[src/rtl/v_lsu_pkg.sv]
// Shared encodings for the vector load/store AGU: opcodes, element widths and FSM states.
package v_lsu_pkg;

   localparam logic [2:0] OpVle  = 3'b000;
   localparam logic [2:0] OpVlse = 3'b010;
   localparam logic [2:0] OpVse  = 3'b011;
   localparam logic [2:0] OpVsse = 3'b110;

   typedef enum logic [2:0] {
      Sew8  = 3'b000,
      Sew16 = 3'b001,
      Sew32 = 3'b010
   } sew_e;

   typedef enum logic [1:0] {
      StIdle,
      StReq,
      StWait,
      StDone
   } state_e;

   // Natural alignment of an element at the given byte offset within a word.
   function automatic logic misaligned(input logic [1:0] off, input logic [2:0] sew);
      return ((sew == Sew16) && off[0]) || ((sew == Sew32) && (off != 2'b00));
   endfunction

endpackage

[src/rtl/v_lsu_lane.sv]
// Byte-lane steering: store byte enables and replication, load extraction with zero-extension.
module v_lsu_lane
   import v_lsu_pkg::*;
(
   input  logic [2:0]  sew_i,
   input  logic [1:0]  off_i,
   input  logic [31:0] st_data_i,
   input  logic [1:0]  ld_off_i,
   input  logic [31:0] ld_word_i,
   output logic [3:0]  be_o,
   output logic [31:0] wdata_o,
   output logic [31:0] ld_elem_o
);

   logic [31:0] shifted;

   always_comb begin
      be_o      = 4'b0000;
      wdata_o   = 32'h0;
      ld_elem_o = 32'h0;
      shifted   = ld_word_i >> {ld_off_i, 3'b000};
      unique case (sew_i)
         Sew8: begin
            be_o      = 4'b0001 << off_i;
            wdata_o   = {4{st_data_i[7:0]}};
            ld_elem_o = {24'h0, shifted[7:0]};
         end
         Sew16: begin
            be_o      = 4'b0011 << off_i;
            wdata_o   = {2{st_data_i[15:0]}};
            ld_elem_o = {16'h0, shifted[15:0]};
         end
         Sew32: begin
            be_o      = 4'b1111;
            wdata_o   = st_data_i;
            ld_elem_o = shifted;
         end
         default: ;
      endcase
   end

endmodule

[src/rtl/v_lsu_agu.sv]
// Vector load/store address generator: walks elements 0..vl-1, one outstanding memory request.
module v_lsu_agu
   import v_lsu_pkg::*;
#(
   parameter int unsigned MAX_VL = 32,
   parameter int unsigned IDX_W  = $clog2(MAX_VL) + 1
) (
   input  logic             clk,
   input  logic             nrst,
   input  logic             start,
   input  logic [2:0]       ld_store_op,
   input  logic [2:0]       vsew,
   input  logic [IDX_W-1:0] vl,
   input  logic [31:0]      base_addr,
   input  logic [31:0]      stride,
   input  logic [31:0]      vs3_rdata,
   output logic [IDX_W-1:0] elem_idx,
   output logic             mem_req,
   output logic             mem_we,
   output logic [31:0]      mem_addr,
   output logic [3:0]       mem_be,
   output logic [31:0]      mem_wdata,
   input  logic             mem_gnt,
   input  logic             mem_rvalid,
   input  logic [31:0]      mem_rdata,
   output logic             vrf_we,
   output logic [IDX_W-1:0] vrf_widx,
   output logic [31:0]      vrf_wdata,
   output logic             busy,
   output logic             done,
   output logic             err
);

   state_e           state_q;
   logic [2:0]       sew_q;
   logic             store_q;
   logic [IDX_W-1:0] vl_q, elem_idx_q, vrf_widx_q;
   logic [31:0]      addr_q, stride_q, vrf_wdata_q;
   logic [1:0]       off_q;
   logic             mem_req_q, err_q, vrf_we_q;

   logic [31:0] addr_d;
   logic        last;
   logic        legal_in, store_in, strided_in;
   logic [3:0]  lane_be;
   logic [31:0] lane_wdata, lane_elem;

   assign addr_d     = addr_q + stride_q;
   assign last       = (elem_idx_q == vl_q - IDX_W'(1));
   assign store_in   = (ld_store_op == OpVse) || (ld_store_op == OpVsse);
   assign strided_in = (ld_store_op == OpVlse) || (ld_store_op == OpVsse);
   assign legal_in   = ((ld_store_op == OpVle) || (ld_store_op == OpVlse) || store_in) &&
                       ((vsew == Sew8) || (vsew == Sew16) || (vsew == Sew32));

   v_lsu_lane u_lane (
      .sew_i     (sew_q),
      .off_i     (addr_q[1:0]),
      .st_data_i (vs3_rdata),
      .ld_off_i  (off_q),
      .ld_word_i (mem_rdata),
      .be_o      (lane_be),
      .wdata_o   (lane_wdata),
      .ld_elem_o (lane_elem)
   );

   // mem_req_q low while in StReq marks a misaligned element: no request, finish with err.
   always_ff @(posedge clk) begin
      if (nrst) begin
         state_q     <= StIdle;
         sew_q       <= 3'b000;
         store_q     <= 1'b0;
         vl_q        <= '0;
         elem_idx_q  <= '0;
         vrf_widx_q  <= '0;
         addr_q      <= 32'h0;
         stride_q    <= 32'h0;
         vrf_wdata_q <= 32'h0;
         off_q       <= 2'b00;
         mem_req_q   <= 1'b0;
         err_q       <= 1'b0;
         vrf_we_q    <= 1'b0;
      end else begin
         vrf_we_q <= 1'b0;
         unique case (state_q)
            StIdle: begin
               if (start) begin
                  sew_q      <= vsew;
                  store_q    <= store_in;
                  vl_q       <= vl;
                  addr_q     <= base_addr;
                  stride_q   <= strided_in ? stride : (32'd1 << vsew[1:0]);
                  elem_idx_q <= '0;
                  if (!legal_in) begin
                     err_q   <= 1'b1;
                     state_q <= StDone;
                  end else if (vl == '0) begin
                     state_q <= StDone;
                  end else begin
                     mem_req_q <= !misaligned(base_addr[1:0], vsew);
                     state_q   <= StReq;
                  end
               end
            end
            StReq: begin
               if (!mem_req_q) begin
                  err_q   <= 1'b1;
                  state_q <= StDone;
               end else if (mem_gnt) begin
                  if (!store_q) begin
                     mem_req_q <= 1'b0;
                     off_q     <= addr_q[1:0];
                     state_q   <= StWait;
                  end else if (last) begin
                     mem_req_q <= 1'b0;
                     state_q   <= StDone;
                  end else begin
                     addr_q     <= addr_d;
                     elem_idx_q <= elem_idx_q + IDX_W'(1);
                     mem_req_q  <= !misaligned(addr_d[1:0], sew_q);
                  end
               end
            end
            StWait: begin
               if (mem_rvalid) begin
                  vrf_we_q    <= 1'b1;
                  vrf_widx_q  <= elem_idx_q;
                  vrf_wdata_q <= lane_elem;
                  if (last) begin
                     state_q <= StDone;
                  end else begin
                     addr_q     <= addr_d;
                     elem_idx_q <= elem_idx_q + IDX_W'(1);
                     mem_req_q  <= !misaligned(addr_d[1:0], sew_q);
                     state_q    <= StReq;
                  end
               end
            end
            StDone: begin
               err_q   <= 1'b0;
               state_q <= StIdle;
            end
            default: state_q <= StIdle;
         endcase
      end
   end

   assign elem_idx  = elem_idx_q;
   assign mem_req   = mem_req_q;
   assign mem_we    = mem_req_q & store_q;
   assign mem_addr  = mem_req_q ? {addr_q[31:2], 2'b00} : 32'h0;
   assign mem_be    = mem_req_q ? lane_be : 4'b0000;
   assign mem_wdata = (mem_req_q & store_q) ? lane_wdata : 32'h0;
   assign vrf_we    = vrf_we_q;
   assign vrf_widx  = vrf_widx_q;
   assign vrf_wdata = vrf_wdata_q;
   assign busy      = (state_q == StReq) || (state_q == StWait);
   assign done      = (state_q == StDone);
   assign err       = err_q;

endmodule

[config.mk]
export PLATFORM = sky130hd
export DESIGN_NAME = v_lsu_agu
export DESIGN_NICKNAME = d
export VERILOG_FILES = /design/src/rtl/v_lsu_pkg.sv /design/src/rtl/v_lsu_lane.sv /design/src/rtl/v_lsu_agu.sv
export SDC_FILE = /design/constraint.sdc
export NUM_CORES = 1
export LEC_CHECK = 0
export ABC_AREA = 0
export BUFFER_PORTS_ARGS = -buffer_cell sky130_fd_sc_hd__buf_2
export CAP_MARGIN = 20
export CORE_ASPECT_RATIO = 1.2
export CORE_MARGIN = 5
export CORE_UTILIZATION = 52
export DETAILED_ROUTE_END_ITERATION = 16
export PLACE_DENSITY_LB_ADDON = 0.3
export SYNTH_ARGS = -nofsm -noshare
export SYNTH_HDL_FRONTEND = slang
export SYNTH_SLANG_ARGS = --single-unit
[constraint.sdc]
create_clock -name clk -period 3.1 [get_ports clk]
set_input_delay 0.62 -clock clk [delete_from_list [all_inputs] [get_ports clk]]
set_output_delay 0.62 -clock clk [all_outputs]
set_load 0.1 [all_outputs]
==> results.rst <==
.. list-table::
   :header-rows: 1

   * - Metric
     - Value
   * - Largest net degree at the start of global routing
     - 67
   * - Worst Tran Pin Value
     - 1.009 ns
   * - Netlist area before placement
     - 8058 um^2
   * - DRC violation count after routing
     - 0
   * - # placed instances
     - 1468
   * - Number of cells on the worst hold path
     - 3
   * - Vias per std cell
     - 5.835
   * - Routed metal-1 wirelength
     - 9886 um
   * - Required time of the critical path
     - 3.43 ns
   * - Multiplexer share of the synthesized area
     - 6.475%
   * - Post-route core utilization
     - 71.58%
   * - Sequential-to-total area share from yosys stat
     - 31.06%
   * - Static leakage power
     - 4.739 nW
   * - Clock buffer count from CTS
     - 17
   * - Worst reg2reg path depth
     - 10
   * - Worst setup SP type
     - flip-flop
   * - Vertical extent of the die
     - 146.4 um
   * - Vias in the first global route
     - 8503
   * - Clock buffer depth
     - 2
   * - Worst-path clk slew
     - 0.06 ns
   * - Unique cell type count in the Yosys netlist
     - 73
   * - Combinational family with the most area after synthesis
     - compound AO/OA/AOI/OAI gates
   * - Final WL
     - 26470 um
   * - Xor/xnor cell area share of the yosys netlist
     - 3.913%
   * - Final Wtd Congestion
     - 0.9674
   * - Period utilisation layout
     - 97.32%
   * - Antenna violation net count after detailed routing
     - 0
   * - Detail Placement HPWL
     - 19840 um
   * - Number of buffer cells added on primary ports
     - 260
   * - Final setup violating endpoints
     - 0
   * - Normalized max-slew margin
     - 32.36%
   * - Top achievable clock speed
     - 331.5 MHz
   * - Wire length of the first global-routing pass
     - 42100 um
   * - Worst hold-check path type
     - primary input to flip-flop
   * - Std cell rows
     - 49
   * - Final critical path time including I/O delays and setup
     - 3.017 ns
   * - DR pass1 iterations
     - 6
   * - Root Buffer Master
     - clkbuf_16
   * - Standard cell core area
     - 15080 um^2
   * - Avg WL per Cell
     - 17.65 um
   * - Category of the worst setup path capture point
     - flip-flop
   * - Effective utilization at floorplan
     - 53.43%
   * - Simple-gate portion of the synthesized area
     - 22.52%
   * - Number of sinks driven by the clock tree
     - 125
   * - Remaining global-route overflow
     - 0
   * - Synth-to-layout area growth
     - 33.98%
   * - Number of register bits inferred by synthesis
     - 125
   * - Antenna diode instance count
     - 0
   * - Max-slew violation count
     - 0
   * - Max-cap check violation count
     - 0
   * - Outcome
     - finished, final reports clean
   * - Met3 wirelength from detailed routing
     - 2080 um
   * - Antenna violations before repair
     - 0
   * - Layout Cells excl Fill
     - 1500
   * - Critical path arrival
     - 3.35 ns
   * - Areal power density over the cells
     - 801.4 nW/um^2
   * - Number of enable-type register cells in the synthesized netlist
     - 0
   * - Detailed router's first-iteration violation count
     - 565
   * - Number of nets in the layout
     - 1467
   * - Post-DP Area
     - 10220 um^2
   * - Setup Crit Path Kind
     - flip-flop to flip-flop
   * - Ys async rst share
     - 0%
   * - Met2 Wirelength
     - 13890 um
   * - Uppermost layer routed
     - met4
   * - Synthesized-area fraction occupied by ao, oa, aoi and oai cells
     - 25.08%
   * - Final hold violation count
     - 0
   * - Number of warnings issued by yosys
     - 0
   * - Final cell area excluding filler cells
     - 10800 um^2
   * - Die boundary width
     - 123.6 um
   * - Ratio of cells with drive above 1 in the final layout
     - 29.32%
   * - Maximum net fanout on the critical path
     - 4
   * - Peak supply drop
     - 489.1 uV
   * - TritonCTS clock tree
     - yes
   * - Final setup skew
     - 0.006977 ns
   * - Overall fraction of global-route tracks in use
     - 28.49%
   * - Avg Inst Size Synth
     - 7.718 um^2
   * - Total via count in the routed design
     - 8752
   * - H-tree levels
     - 4
   * - Count of boundary I/O pins
     - 263
   * - Syn Inst Count
     - 1044
   * - Area of the die
     - 18100 um^2
   * - Adder and majority cell fraction of the synthesized area
     - 6.149%
   * - Hold bufs inserted after CTS
     - 0
   * - Later-pin clock latency in the skew report
     - 0.42 ns
   * - Predominant post-synthesis flop cell
     - dfxtp_1
   * - Filler cells
     - 1218
[layer usage]
layer | vias to the layer above | GRT usage, %
met4 | 0 | 8.975
met3 | 55 | 5.493
met1 | 4105 | 32.61
met2 | 368 | 52.21
met5 | - | 0
li1 | 4224 | -
[final cells by class]
cell class                      instances  area (um^2)  area share, %
Inverter                               18        71.32         0.6606
Clock inverter                         13        128.9          1.194
Multi-Input combinational cell        834         5379          49.83
Sequential cell                       125         2504          23.19
Clock buffer                           19        442.9          4.103
Timing Repair Buffer                  287         2014          18.66
Tap cell                              204        255.2          2.364
[sequential cells by signal, summed over array words and instances (netlist names)]
register	cells
vl_q	6
stride_q	32
vrf_we	1
vrf_widx	6
err	1
addr_q	32
vrf_wdata	32
state_q	2
elem_idx	6
store_q	1
mem_req	1
off_q	2
sew_q	3
[synth_stat cells, types with 26 or more instances]
master	number	area [um^2]
o21ai_0	44	220.2
clkbuf_1	49	183.9
nor3_1	29	145.1
nand2_1	90	337.8
a211oi_1	31	232.7
dfxtp_1	125	2502
mux2i_1	42	420.4
a21oi_1	92	460.4
and2_1	40	250.2
a22oi_1	63	473.0
ha_1	38	475.5
nor2_1	178	668.1
xnor2_1	26	227.7
[critical path, cell delays in order, from the launching register on]
cell and delay, ns:
dfxtp_1 0.31, ha_1 0.23, fa_1 0.45, a211oi_2 0.22, nor2_1 0.12, o311a_4 0.34
or3b_4 0.43, a221oi_2 0.32, xnor2_1 0.15, mux2i_1 0.10, a211oi_1 0.26
[where the power goes]
part / leakage (nW) / total, mW / switching, mW / internal [mW]
Sequential: 1.02 / 2.19 / 0.272 / 1.92
Clock: 0.281 / 1.94 / 0.801 / 1.14
Combinational: 3.44 / 4.52 / 3.09 / 1.43
[path summary, 6_finish.rpt]
path / from / to / slack [ns]
min reg2reg: vrf_widx[2] / vrf_widx[2] / 0.46
max: addr_q[0] / addr_q[18] / 0.08
min: stride[15] / stride_q[15] / 0.43
max reg2reg: addr_q[0] / addr_q[18] / 0.08
[cell usage in the layout (no fill, tap or decap), types with 15 or more instances in the layout]
| cell | n |
|---|---|
| inv_1 | 17 |
| nor2_1 | 154 |
| mux2i_1 | 42 |
| buf_4 | 27 |
| a22oi_1 | 63 |
| ha_1 | 37 |
| nor2_4 | 20 |
| buf_2 | 226 |
| nor3_1 | 28 |
| xnor2_1 | 26 |
| a211oi_1 | 30 |
| a21oi_1 | 90 |
| nand2_1 | 90 |
| nor2b_1 | 15 |
| dfxtp_1 | 124 |
| a21o_1 | 15 |
| and2_1 | 32 |
| buf_12 | 34 |
| clkbuf_16 | 17 |
| o21ai_0 | 44 |
[through the flow]
stage	worst slack (ns)	setup TNS (ns)	total power, mW	hold slack [ns]
final	0.08306	0	8.652	0.4298
after global routing	-0.05673	-0.05673	9.152	0.4278
after CTS	0.09062	0	8.625	0.4250
after detailed placement	0.1445	0	6.658	0.4468
after global placement	0.2345	0	6.557	0.4397
after floorplan	-0.2644	-5.287	5.674	0.4447
[kinds of logic after synthesis]
logic type | after synthesis
and+or+nand+nor | 400
xor gates and xnor gates | 36
other | 1
DFF | 125
adders and majority gates | 39
buffers and inverters | 86
muxes | 51
AOI/OAI and AO/OA | 306
[timing repair]
item / CTS / global route
hold endpoints to repair: 0 / 0
resized for setup: 0 / 1
setup buffers: 0 / 0
setup endpoints to repair: 0 / 1
Note: power is estimated with default switching activity, not from simulation.
